**config.mk**
```make
export PLATFORM = sky130hd
export DESIGN_NAME = reservoir_sequencer_flat
export DESIGN_NICKNAME = d
export VERILOG_FILES = /design/src/rtl/reservoir_sequencer_pkg.sv /design/src/rtl/reservoir_sequencer_if.sv /design/src/rtl/reservoir_sequencer_mask_mult.sv /design/src/rtl/reservoir_sequencer.sv /design/src/flat_wrapper.sv
export SDC_FILE = /design/constraint.sdc
export NUM_CORES = 1
export LEC_CHECK = 0
export CAP_MARGIN = 15
export CORE_MARGIN = 2
export CORE_UTILIZATION = 60
export CTS_CLUSTER_DIAMETER = 50
export DETAILED_ROUTE_END_ITERATION = 8
export GPL_ROUTABILITY_DRIVEN = 1
export HOLD_SLACK_MARGIN = 0.05
export PLACE_DENSITY = 0.94
export SLEW_MARGIN = 40
export SYNTH_ARGS = -nofsm -noshare
export SYNTH_HDL_FRONTEND = slang
export SYNTH_SLANG_ARGS = --single-unit
export TNS_END_PERCENT = 10
```
**constraint.sdc**
```tcl
create_clock -name clk -period 23.2 [get_ports clk]
set_clock_uncertainty 0.2 [all_clocks]
set_input_delay 3.48 -clock clk [delete_from_list [all_inputs] [get_ports clk]]
set_output_delay 3.48 -clock clk [all_outputs]
set_load 0.01 [all_outputs]
```
**src/rtl/reservoir_sequencer_pkg.sv**
```systemverilog
// Shared definitions for the reservoir sequencer: FSM state encoding,
// the unsigned 16-bit saturation limit and the sample counter width.
package reservoir_seq_pkg;

  typedef enum logic [2:0] {
    SEQ_IDLE    = 3'd0,
    SEQ_LOAD    = 3'd1,
    SEQ_KICK    = 3'd2,
    SEQ_SETTLE  = 3'd3,
    SEQ_CAPTURE = 3'd4,
    SEQ_EMIT    = 3'd5
  } seq_state_e;

  localparam int              SAT_W          = 16;
  localparam logic [SAT_W-1:0] SAT_LIMIT     = 16'hFFFF;
  localparam int              SAMPLE_COUNT_W = 16;

endpackage

```
**src/rtl/reservoir_sequencer_if.sv**
```systemverilog
// Bundle of the sample stream, mask write port, reservoir control/status
// and node output stream. The sequencer uses the slave view; the
// surrounding system (or a bench) uses the master view.
interface reservoir_sequencer_if #(
  parameter int NUM_VIRTUAL_NODES = 10,
  parameter int DATA_WIDTH        = 32,
  parameter int SAMPLE_WIDTH      = 16,
  parameter int MASK_WIDTH        = 16
);
  import reservoir_seq_pkg::*;

  localparam int ADDR_W = $clog2(NUM_VIRTUAL_NODES);

  logic                             s_valid;
  logic                             s_ready;
  logic signed [SAMPLE_WIDTH-1:0]   s_data;
  logic                             mask_we;
  logic [ADDR_W-1:0]                mask_addr;
  logic signed [MASK_WIDTH-1:0]     mask_wdata;
  logic                             res_en;
  logic [DATA_WIDTH-1:0]            res_din;
  logic [DATA_WIDTH-1:0]            res_dout;
  logic                             res_valid;
  logic                             m_valid;
  logic                             m_ready;
  logic [DATA_WIDTH-1:0]            m_data;
  logic                             m_last;
  logic                             busy;
  logic [SAMPLE_COUNT_W-1:0]        sample_count;

  modport slave (
    input  s_valid, s_data, mask_we, mask_addr, mask_wdata,
    input  res_dout, res_valid, m_ready,
    output s_ready, res_en, res_din, m_valid, m_data, m_last,
    output busy, sample_count
  );

  modport master (
    output s_valid, s_data, mask_we, mask_addr, mask_wdata,
    output res_dout, res_valid, m_ready,
    input  s_ready, res_en, res_din, m_valid, m_data, m_last,
    input  busy, sample_count
  );

endinterface

```
**src/rtl/reservoir_sequencer_mask_mult.sv**
```systemverilog
// Combinational masked-input generator: signed sample times signed mask,
// arithmetic right shift by FRAC_BITS, then clamp into 0..0xFFFF and
// zero-extend to DATA_WIDTH.
module reservoir_mask_mult
  import reservoir_seq_pkg::*;
#(
  parameter int SAMPLE_WIDTH = 16,
  parameter int MASK_WIDTH   = 16,
  parameter int FRAC_BITS    = 8,
  parameter int DATA_WIDTH   = 32
) (
  input  logic signed [SAMPLE_WIDTH-1:0] sample,
  input  logic signed [MASK_WIDTH-1:0]   coef,
  output logic        [DATA_WIDTH-1:0]   masked
);

  localparam int PROD_W = SAMPLE_WIDTH + MASK_WIDTH;

  logic signed [PROD_W-1:0] prod;
  logic signed [PROD_W-1:0] shifted;

  // Negative results clamp to zero; anything above the 16-bit range pins
  // at the limit. Sign bit checked first so the magnitude test only sees
  // non-negative values.
  function automatic logic [SAT_W-1:0] sat_u16(input logic signed [PROD_W-1:0] v);
    if (v[PROD_W-1])
      sat_u16 = '0;
    else if (|v[PROD_W-2:SAT_W])
      sat_u16 = SAT_LIMIT;
    else
      sat_u16 = v[SAT_W-1:0];
  endfunction

  assign prod    = sample * coef;
  assign shifted = prod >>> FRAC_BITS;
  assign masked  = {{(DATA_WIDTH-SAT_W){1'b0}}, sat_u16(shifted)};

endmodule

```
**src/rtl/reservoir_sequencer.sv**
```systemverilog
// Reservoir sequencer top: expands each accepted sample into
// NUM_VIRTUAL_NODES masked reservoir updates and forwards each node
// output downstream. Owns the input-mask register file.
// Optional feature macro: RESERVOIR_SEQ_WARMUP_EN suppresses the node
// outputs of the first WARMUP_SAMPLES samples after reset.
module reservoir_sequencer
  import reservoir_seq_pkg::*;
#(
  parameter int NUM_VIRTUAL_NODES = 10,
  parameter int DATA_WIDTH        = 32,
  parameter int SAMPLE_WIDTH      = 16,
  parameter int MASK_WIDTH        = 16,
  parameter int FRAC_BITS         = 8,
  parameter int WARMUP_SAMPLES    = 16
) (
  input  logic                 clk,
  input  logic                 rst,
  reservoir_sequencer_if.slave bus
);

  localparam int IDX_W = $clog2(NUM_VIRTUAL_NODES);

`ifdef RESERVOIR_SEQ_WARMUP_EN
  localparam bit WARMUP_EN = 1'b1;
`else
  localparam bit WARMUP_EN = 1'b0;
`endif

  localparam logic [2:0] ST_IDLE    = SEQ_IDLE;
  localparam logic [2:0] ST_LOAD    = SEQ_LOAD;
  localparam logic [2:0] ST_KICK    = SEQ_KICK;
  localparam logic [2:0] ST_SETTLE  = SEQ_SETTLE;
  localparam logic [2:0] ST_CAPTURE = SEQ_CAPTURE;
  localparam logic [2:0] ST_EMIT    = SEQ_EMIT;

  logic [2:0]                    state;
  logic [IDX_W-1:0]              node_idx;
  logic signed [SAMPLE_WIDTH-1:0] s_hold;
  logic signed [MASK_WIDTH-1:0]  mask_mem [NUM_VIRTUAL_NODES];
  logic [DATA_WIDTH-1:0]         masked;
  logic [DATA_WIDTH-1:0]         res_din_r;
  logic [DATA_WIDTH-1:0]         m_data_r;
  logic                          m_last_r;
  logic [SAMPLE_COUNT_W-1:0]     sample_count_r;
  logic [15:0]                   warm_cnt;
  logic                          s_ready_i;
  logic                          accept;
  logic                          node_last;
  logic                          in_warmup;

  assign s_ready_i = (state == ST_IDLE) && !rst;
  assign accept    = bus.s_valid && s_ready_i;
  assign node_last = (int'(node_idx) == NUM_VIRTUAL_NODES - 1);
  // Constant-false when the warm-up feature is compiled out.
  assign in_warmup = WARMUP_EN && (int'(warm_cnt) < WARMUP_SAMPLES);

  assign bus.s_ready      = s_ready_i;
  assign bus.res_en       = (state == ST_KICK);
  assign bus.res_din      = res_din_r;
  assign bus.m_valid      = (state == ST_EMIT);
  assign bus.m_data       = m_data_r;
  assign bus.m_last       = m_last_r;
  assign bus.busy         = (state != ST_IDLE);
  assign bus.sample_count = sample_count_r;

  reservoir_mask_mult #(
    .SAMPLE_WIDTH (SAMPLE_WIDTH),
    .MASK_WIDTH   (MASK_WIDTH),
    .FRAC_BITS    (FRAC_BITS),
    .DATA_WIDTH   (DATA_WIDTH)
  ) u_mask_mult (
    .sample (s_hold),
    .coef   (mask_mem[node_idx]),
    .masked (masked)
  );

  // Held sample: data only, captured on accept and kept for the whole sample.
  always_ff @(posedge clk) begin
    if (accept) s_hold <= bus.s_data;
  end

  // Mask register file: writable only while idle, out-of-range addresses ignored.
  always_ff @(posedge clk or posedge rst) begin
    if (rst) begin
      for (int i = 0; i < NUM_VIRTUAL_NODES; i++) mask_mem[i] <= '0;
    end else if (bus.mask_we && (state == ST_IDLE) &&
                 (int'(bus.mask_addr) < NUM_VIRTUAL_NODES)) begin
      mask_mem[bus.mask_addr] <= bus.mask_wdata;
    end
  end

  // Sequencing FSM: per node LOAD -> KICK -> SETTLE -> CAPTURE -> EMIT.
  always_ff @(posedge clk or posedge rst) begin
    if (rst) begin
      state          <= ST_IDLE;
      node_idx       <= '0;
      res_din_r      <= '0;
      m_data_r       <= '0;
      m_last_r       <= 1'b0;
      sample_count_r <= '0;
      warm_cnt       <= '0;
    end else begin
      case (state)
        ST_IDLE: begin
          if (accept) begin
            node_idx <= '0;
            state    <= ST_LOAD;
          end
        end
        ST_LOAD: begin
          res_din_r <= masked;
          state     <= ST_KICK;
        end
        ST_KICK:   state <= ST_SETTLE;
        ST_SETTLE: state <= ST_CAPTURE;
        ST_CAPTURE: begin
          if (bus.res_valid) begin
            m_data_r <= bus.res_dout;
            m_last_r <= node_last;
            if (!in_warmup) begin
              state <= ST_EMIT;
            end else if (node_last) begin
              sample_count_r <= sample_count_r + SAMPLE_COUNT_W'(1);
              warm_cnt       <= warm_cnt + 16'd1;
              state          <= ST_IDLE;
            end else begin
              node_idx <= node_idx + IDX_W'(1);
              state    <= ST_LOAD;
            end
          end
        end
        ST_EMIT: begin
          if (bus.m_ready) begin
            if (m_last_r) begin
              sample_count_r <= sample_count_r + SAMPLE_COUNT_W'(1);
              state          <= ST_IDLE;
            end else begin
              node_idx <= node_idx + IDX_W'(1);
              state    <= ST_LOAD;
            end
          end
        end
        default: state <= ST_IDLE;
      endcase
    end
  end

endmodule

```
**src/flat_wrapper.sv**
```systemverilog
// flat-port wrapper written by rule: the top's interface ports become plain ports
module reservoir_sequencer_flat import reservoir_seq_pkg::*;
#(
  parameter int NUM_VIRTUAL_NODES = 10,
  parameter int DATA_WIDTH        = 32,
  parameter int SAMPLE_WIDTH      = 16,
  parameter int MASK_WIDTH        = 16,
  parameter int FRAC_BITS         = 8,
  parameter int WARMUP_SAMPLES    = 16
)
  (clk, rst, bus_s_valid, bus_s_data, bus_mask_we, bus_mask_addr, bus_mask_wdata, bus_res_dout, bus_res_valid, bus_m_ready, bus_s_ready, bus_res_en, bus_res_din, bus_m_valid, bus_m_data, bus_m_last, bus_busy, bus_sample_count);
  reservoir_sequencer_if #(.NUM_VIRTUAL_NODES(NUM_VIRTUAL_NODES), .DATA_WIDTH(DATA_WIDTH), .SAMPLE_WIDTH(SAMPLE_WIDTH), .MASK_WIDTH(MASK_WIDTH)) bus_i ();
  input  logic clk;
  input  logic rst;
  input wire logic [$bits(bus_i.s_valid)-1:0] bus_s_valid;
  input wire logic [$bits(bus_i.s_data)-1:0] bus_s_data;
  input wire logic [$bits(bus_i.mask_we)-1:0] bus_mask_we;
  input wire logic [$bits(bus_i.mask_addr)-1:0] bus_mask_addr;
  input wire logic [$bits(bus_i.mask_wdata)-1:0] bus_mask_wdata;
  input wire logic [$bits(bus_i.res_dout)-1:0] bus_res_dout;
  input wire logic [$bits(bus_i.res_valid)-1:0] bus_res_valid;
  input wire logic [$bits(bus_i.m_ready)-1:0] bus_m_ready;
  output wire logic [$bits(bus_i.s_ready)-1:0] bus_s_ready;
  output wire logic [$bits(bus_i.res_en)-1:0] bus_res_en;
  output wire logic [$bits(bus_i.res_din)-1:0] bus_res_din;
  output wire logic [$bits(bus_i.m_valid)-1:0] bus_m_valid;
  output wire logic [$bits(bus_i.m_data)-1:0] bus_m_data;
  output wire logic [$bits(bus_i.m_last)-1:0] bus_m_last;
  output wire logic [$bits(bus_i.busy)-1:0] bus_busy;
  output wire logic [$bits(bus_i.sample_count)-1:0] bus_sample_count;
  assign bus_i.s_valid = bus_s_valid;
  assign bus_i.s_data = bus_s_data;
  assign bus_i.mask_we = bus_mask_we;
  assign bus_i.mask_addr = bus_mask_addr;
  assign bus_i.mask_wdata = bus_mask_wdata;
  assign bus_i.res_dout = bus_res_dout;
  assign bus_i.res_valid = bus_res_valid;
  assign bus_i.m_ready = bus_m_ready;
  assign bus_s_ready = bus_i.s_ready;
  assign bus_res_en = bus_i.res_en;
  assign bus_res_din = bus_i.res_din;
  assign bus_m_valid = bus_i.m_valid;
  assign bus_m_data = bus_i.m_data;
  assign bus_m_last = bus_i.m_last;
  assign bus_busy = bus_i.busy;
  assign bus_sample_count = bus_i.sample_count;
  reservoir_sequencer #(.NUM_VIRTUAL_NODES(NUM_VIRTUAL_NODES), .DATA_WIDTH(DATA_WIDTH), .SAMPLE_WIDTH(SAMPLE_WIDTH), .MASK_WIDTH(MASK_WIDTH), .FRAC_BITS(FRAC_BITS), .WARMUP_SAMPLES(WARMUP_SAMPLES)) u_core (.clk(clk), .rst(rst), .bus(bus_i));
endmodule
```
# After elaboration in Yosys (flattened, before gate mapping)
# Index checks and enable logic that the tools add are counted.
dict set report word_totals {
  ff_bits 248
  in_bits 74
  output_inout_bits 85
  wordCells 67
}
dict set report classes {
  addsub 2
  mul 1
  n_lt_le_gt_ge 4
  n_eq_ne 10
  n_mux 17
  bitwise 2
  reduce_logical 14
}
# op count
set ops {}
lappend ops {{bitwise mux 160 bit} 1}
lappend ops {{two-way mux 16 bit} 5}
lappend ops {{binary-select mux 16 bit (select 4 bit)} 1}
lappend ops {{demux 16 bit (select 4 bit)} 1}
lappend ops {{multiplier 16 x 16 -> 32 bit} 1}
lappend ops {{one-hot mux 3 bit (6 select lines)} 1}
lappend ops {{adder 16 x 1 -> 16 bit, second input constant} 1}
lappend ops {{two-way mux 4 bit} 3}
lappend ops {{>= comparator 5 bit, second input constant} 2}
lappend ops {{NOT 4 -> 5 bit} 2}
lappend ops {{two-way mux 3 bit} 3}
lappend ops {{one-hot mux 4 bit (2 select lines)} 1}
lappend ops {{OR reduction 8 bit} 1}
lappend ops {{== test 3 x 2 -> 1 bit, second input constant} 2}
lappend ops {{== test 3 bit, second input constant} 2}
lappend ops {{!= test 2 bit, second input constant} 3}
lappend ops {{AND reduction 3 bit} 2}
lappend ops {{logical AND 1 bit} 5}
lappend ops {{less-than comparator 5 x 1 -> 1 bit, second input constant} 1}
lappend ops {{adder 4 x 1 -> 4 bit, second input constant} 1}
lappend ops {{== test 4 bit, second input constant} 1}
lappend ops {{less-than comparator 4 bit, second input constant} 1}
lappend ops {{AND reduction 4 bit} 1}
lappend ops {{== test 3 x 1 -> 1 bit, second input constant} 1}
lappend ops {{7 further kinds} 7}

# Longest topological paths before layout
dict set report depth {
  word_depth 8
  ltp_mapped 32
  depth_no_buf 26
}

# Cells and area by module
# From an unflattened synthesis, not the netlist that was laid out.
dict set report hier_totals {
  hier_cells 1863
  area_unflattened_um2 21370.5
}
# mod n_inst cells_per_inst area_each_um2
set by_module_without_submodules {}
lappend by_module_without_submodules {reservoir_sequencer 1 725 11275.8}
lappend by_module_without_submodules {reservoir_mask_mult 1 1138 10094.7}

# Least setup slack after synthesis
# Ideal clock, no wire load.
dict set report synth_path {
  path_kind {input port to flip-flop}
  from {in rst}
  to {reg u_core.node_idx[0]}
  setup_ns 0.067
  arrival_time_ns 9.975
  slack_ns 12.957
  stages 6
  cell_sequence {inv_1 and3_1 clkbuf_1 o21ai_0 mux2i_1 a22o_1}
}
dict set report synth_between {
  elab_chain_len 5
}
# element line_no
set synth_lines {}
lappend synth_lines {{start: declaration} flat_wrapper.sv:14} ;# input logic rst;
lappend synth_lines {{zero test 1 bit} reservoir_sequencer.sv:51} ;# assign s_ready_i = (state == ST_IDLE) && !rst;
lappend synth_lines {{logical AND 1 bit} reservoir_sequencer.sv:51}
lappend synth_lines {{logical AND 1 bit} reservoir_sequencer.sv:52} ;# assign accept = bus.s_valid && s_ready_i;
lappend synth_lines {{via u_core.accept} reservoir_sequencer.sv:47} ;# logic accept;
lappend synth_lines {{!= test 2 x 1 -> 1 bit (no line)} n/a}
lappend synth_lines {{AND reduction 4 bit (no line)} n/a}
lappend synth_lines {{end signal: assignment} reservoir_sequencer.sv:127} ;# node_idx <= node_idx + IDX_W'(1);
lappend synth_lines {{end signal: assignment} reservoir_sequencer.sv:138} ;# node_idx <= node_idx + IDX_W'(1);
lappend synth_lines {{end: declaration} reservoir_sequencer.sv:37} ;# logic [IDX_W-1:0] node_idx;
# The timed path passes the listed nets, and every way through them passes these cells.
# A chain may end at the register's enable or synchronous reset.

# Worst setup path after layout
dict set report layout_path {
  from {reg u_core.node_idx[0]}
  to {reg u_core.res_din_r[12] (netlist: u_core.bus.res_din[12])}
}
dict set report layout_between {
  elab_chain_len 8
}
# element line_no
set layout_lines {}
lappend layout_lines {{NOT 4 -> 5 bit (implied by the code) (*)} reservoir_sequencer.sv:73} ;# .coef (mask_mem[node_idx]),
lappend layout_lines {{binary-select mux 16 bit (select 4 bit) (*)} reservoir_sequencer.sv:73}
lappend layout_lines {{two-way mux 16 bit (implied by the code) (*) (2 in series)} reservoir_sequencer.sv:73}
lappend layout_lines {{multiplier 16 x 16 -> 32 bit (*)} reservoir_sequencer_mask_mult.sv:34} ;# assign prod = sample * coef;
lappend layout_lines {{OR reduction 8 bit} reservoir_sequencer_mask_mult.sv:28} ;# else if (|v[PROD_W-2:SAT_W])
lappend layout_lines {{two-way mux 16 bit} reservoir_sequencer_mask_mult.sv:28}
lappend layout_lines {{two-way mux 16 bit (*)} reservoir_sequencer_mask_mult.sv:26} ;# if (v[PROD_W-1])
lappend layout_lines {{end signal: assignment} reservoir_sequencer.sv:111} ;# res_din_r <= masked;
lappend layout_lines {{end: declaration} reservoir_sequencer.sv:41} ;# logic [DATA_WIDTH-1:0] res_din_r;
# Every way passes the cells marked *; elsewhere a longest branch is shown, timed or not. The select of a mux whose other input is x is not followed.

==> flow_results.xml <==
<?xml version="1.0" encoding="UTF-8"?>
<metrics>
  <group name="global_route">
    <metric name="number_of_global_route_vias_before_repair" unit="">16516</metric>
    <metric name="overall_routing_resource_usage" unit="%">30.5</metric>
    <metric name="grt_pass1_wl" unit="um">85800</metric>
    <metric name="grt_overflow" unit="">0</metric>
    <metric name="antenna_found_initial" unit="">1</metric>
    <metric name="grt_max_degree" unit="">154</metric>
  </group>
  <group name="floorplan">
    <metric name="dieHeight" unit="um">190</metric>
    <metric name="placeableCoreArea" unit="um2">34300</metric>
    <metric name="fp.dieArea" unit="um2">36100</metric>
    <metric name="io_pins" unit="">159</metric>
    <metric name="die_w" unit="um">190</metric>
    <metric name="fp-row-count" unit="">68</metric>
    <metric name="initial_core_util" unit="%">60.6</metric>
  </group>
  <group name="clock_tree">
    <metric name="clock_latency" unit="ns">0.57</metric>
    <metric name="post_cts.resized_instances" unit="">0</metric>
    <metric name="post-cts-setup-buffers" unit="">0</metric>
    <metric name="h_tree_depth" unit="">1</metric>
    <metric name="cts_inserted_buffers" unit="">26</metric>
    <metric name="tritoncts" unit="">yes</metric>
    <metric name="clock_tree.root_cell" unit="">sky130_fd_sc_hd__clkbuf_16</metric>
    <metric name="cts.sinks" unit="">248</metric>
    <metric name="cts.clk_slew.worst_paths" unit="ns">0.06</metric>
    <metric name="ctsHoldBuffers" unit="">0</metric>
    <metric name="cts-root-to-sink-buffers" unit="">3</metric>
  </group>
  <group name="critical_path">
    <metric name="critical_path_class" unit="">reg2reg</metric>
    <metric name="worst_ep_required_time" unit="ns">23.48</metric>
    <metric name="cp.buffers_inverters" unit="">4</metric>
    <metric name="slowest_delay" unit="ns">0.76</metric>
    <metric name="crit_chain" unit="">buf_4, mux4_2, nand2b_1, a21o_1, nand2_1, inv_1, fa_1, fa_1, fa_1, fa_1, fa_1, inv_1, fa_1, inv_1, ha_1, nand3_1, nor4_1, a22oi_1, or4b_4, a211oi_4, o31a_1, nor3_1, o21ai_2, o221a_2</metric>
    <metric name="crit_top_cell" unit="">sky130_fd_sc_hd__fa_1</metric>
    <metric name="critical_path_depth" unit="">24</metric>
    <metric name="critical-path-top-delay-family" unit="">adder cells</metric>
    <metric name="critPathLaunchType" unit="">flip-flop</metric>
    <metric name="path_max_fanout" unit="">40</metric>
    <metric name="worst_r2r_path_depth" unit="">24</metric>
    <metric name="end_kind" unit="">flip-flop</metric>
    <metric name="cpMaxStageDelayCell" unit="">sky130_fd_sc_hd__fa_1</metric>
    <metric name="worst-endpoint-arrival" unit="ns">9.76</metric>
  </group>
  <group name="layout">
    <metric name="final_cell_mix" unit="">308 x sky130_fd_sc_hd__inv_1, 261 x sky130_fd_sc_hd__fa_1, 229 x sky130_fd_sc_hd__dfrtp_1</metric>
    <metric name="drive_gt1_share" unit="%">16.7</metric>
    <metric name="final_common_cell" unit="">sky130_fd_sc_hd__inv_1</metric>
    <metric name="post-route-cell-area" unit="um2">23600</metric>
    <metric name="antenna_cells_inserted" unit="">0</metric>
    <metric name="nets" unit="">2361</metric>
    <metric name="flow.area_growth_from_synthesis" unit="%">13.4</metric>
  </group>
  <group name="timing">
    <metric name="layout_min_cycle_time" unit="ns">9.48</metric>
    <metric name="worst_pin_slew" unit="ns">0.873</metric>
    <metric name="report.final.slew_viol_count" unit="">0</metric>
    <metric name="setup-violations-final" unit="">0</metric>
    <metric name="timing.final.crit_share" unit="%">40.9</metric>
    <metric name="final.setup.worst_slack" unit="ns">13.72</metric>
    <metric name="timing_hold_violations_final" unit="">0</metric>
    <metric name="final.hold.worst_slack" unit="ns">0.277</metric>
    <metric name="setup_total_negative_slack" unit="ns">0</metric>
    <metric name="maxClockFrequency" unit="MHz">105</metric>
    <metric name="grt_setup_unrepaired" unit="">false</metric>
    <metric name="timing.slew.headroom" unit="%">41.8</metric>
  </group>
  <group name="route">
    <metric name="drtIter0Drc" unit="">1076</metric>
    <metric name="drtPass1Iterations" unit="">5</metric>
    <metric name="detail_route.wirelength" unit="um">52600</metric>
    <metric name="routed-via-count" unit="">14480</metric>
    <metric name="wire_per_inst" unit="um">21.8</metric>
    <metric name="final_antenna_net_count" unit="">0</metric>
    <metric name="route.detailed.drc" unit="">0</metric>
    <metric name="drt-vias-per-instance" unit="">5.99</metric>
  </group>
  <group name="logic_synthesis">
    <metric name="synthesis.area" unit="um2">20800</metric>
    <metric name="synth.yosys.warnings" unit="">0</metric>
    <metric name="synth_seq_cells" unit="">248</metric>
    <metric name="synth-async-reset-ratio" unit="%">93.5</metric>
    <metric name="dominantRegCellSynth" unit="">sky130_fd_sc_hd__dfrtp_1</metric>
    <metric name="synth_enable_flop_cells" unit="">16</metric>
    <metric name="synth.lib_cells_used.distinct" unit="">71</metric>
    <metric name="postSynthAreaPerCell" unit="um2">11.3</metric>
    <metric name="yosysSeqAreaShare" unit="%">30.3</metric>
    <metric name="synth_cells" unit="">1835</metric>
  </group>
  <group name="worst_hold_path">
    <metric name="min_delay_path_depth" unit="">1</metric>
    <metric name="timing.hold.worst.class" unit="">reg2reg</metric>
  </group>
  <group name="placement">
    <metric name="final_wtd_congestion" unit="">0.955</metric>
    <metric name="place_hpwl" unit="um">38300</metric>
    <metric name="post_dp_area" unit="um2">22700</metric>
    <metric name="pre_cts_ws" unit="ns">13.74</metric>
    <metric name="port-buffer-count" unit="">142</metric>
  </group>
  <group name="outcome">
    <metric name="result_of_the_run" unit="">completed</metric>
  </group>
  <group name="job">
    <metric name="max_cap_viol_count" unit="">0</metric>
  </group>
</metrics>
[worst register-to-register path, delay by kind of cell (launching register included)]
| family | cells | cell delay (ns) |
|---|---|---|
| AOI/OAI and AO/OA | 6 | 1.85 |
| adders and majority gates | 7 | 3.70 |
| buffers and inverters | 4 | 0.88 |
| DFF | 1 | 0.62 |
| muxes | 1 | 0.62 |
| and+or+nand+nor | 6 | 1.54 |
[per-layer routing]
metal	wire, um	share of wire, %	track usage (%)	vias to the layer above
met2	27100	51	53.8	738
met4	2400	4.6	13.0	2
met1	18800	36	36.2	7454
met3	4310	8.2	6.71	198
li1	-	-	-	6088
met5	13	0.025	0	-
[metrics by stage]
| stage | std cells | utilization, % |
|---|---|---|
| after floorplan | 1850 | - |
| after global placement | 2366 | 66.0 |
| after detailed placement | 2371 | 66.2 |
| after CTS | 2418 | 68.7 |
| after global routing | 2418 | 68.7 |
| final | 2418 | 68.7 |
[cell type report]
type / instances / area [um2]
fillers: 2270 / 10700
well taps: 455 / 569
repair buffers: 171 / 1650
clock buffers: 40 / 774
flip-flops and latches: 248 / 6290
multi-input cells: 1187 / 13000
clock inverters: 7 / 104
inverters: 310 / 1180
[state kept, by name, summed over array words and instances (netlist names)]
register                 count
u_core.bus.m_data           32
u_core.bus.m_last            1
u_core.bus.res_din          16
u_core.bus.sample_count     16
u_core.mask_mem            160
u_core.node_idx              4
u_core.s_hold               16
u_core.state                 3
[cells in the mapped netlist, drive strengths merged (15+ instances only)]
cell type	number	area, um2
o221a	16	180
fa	261	5230
ha	82	1030
mux2i	35	350
mux4	30	676
buf	46	264
and2	121	757
nand3	16	80.1
dfrtp	232	5810
mux2	195	2200
edfxtp	16	480
inv	309	1160
nor2	37	141
nand2	153	574
xnor2	31	272
a21oi	24	120
xor2	15	131
a21o	19	143
clkbuf	59	221
[cell families (layout without fill, tap and decap cells)]
group / count (synthesis) / after routing / synth area share (%)
compound gates: 127 / 127 / 4.58
fa+ha+maj: 343 / 343 / 30.1
xor+xnor: 46 / 46 / 1.94
simple gates: 395 / 395 / 9.69
other cells: 1 / 16 / 0.0180
mux: 260 / 260 / 15.5
buf+inv: 415 / 528 / 7.94
flops: 248 / 248 / 30.3
[final timing paths]
| kind | start | end | slack (ns) |
|---|---|---|---|
| max in group asynchronous | rst | u_core.bus.m_data[0]$_DFFE_PP0P_ | 18.26 |
| setup / recovery | u_core.node_idx[0]$_DFFE_PP0P_ | u_core.bus.res_din[12]$_DFFE_PP0P_ | 13.72 |
| hold / removal | u_core.bus.sample_count[15]$_DFFE_PP0P_ | u_core.bus.sample_count[15]$_DFFE_PP0P_ | 0.28 |
| setup reg to reg | u_core.node_idx[0]$_DFFE_PP0P_ | u_core.bus.res_din[12]$_DFFE_PP0P_ | 13.72 |
| min in group asynchronous | rst | u_core.mask_mem[155]$_DFFE_PP0P_ | 3.38 |
| hold reg to reg | u_core.bus.sample_count[15]$_DFFE_PP0P_ | u_core.bus.sample_count[15]$_DFFE_PP0P_ | 0.28 |
Power is left out: the tool's default activity adds up to more than one toggle a clock period on the data nets, which glitch-free logic cannot reach.
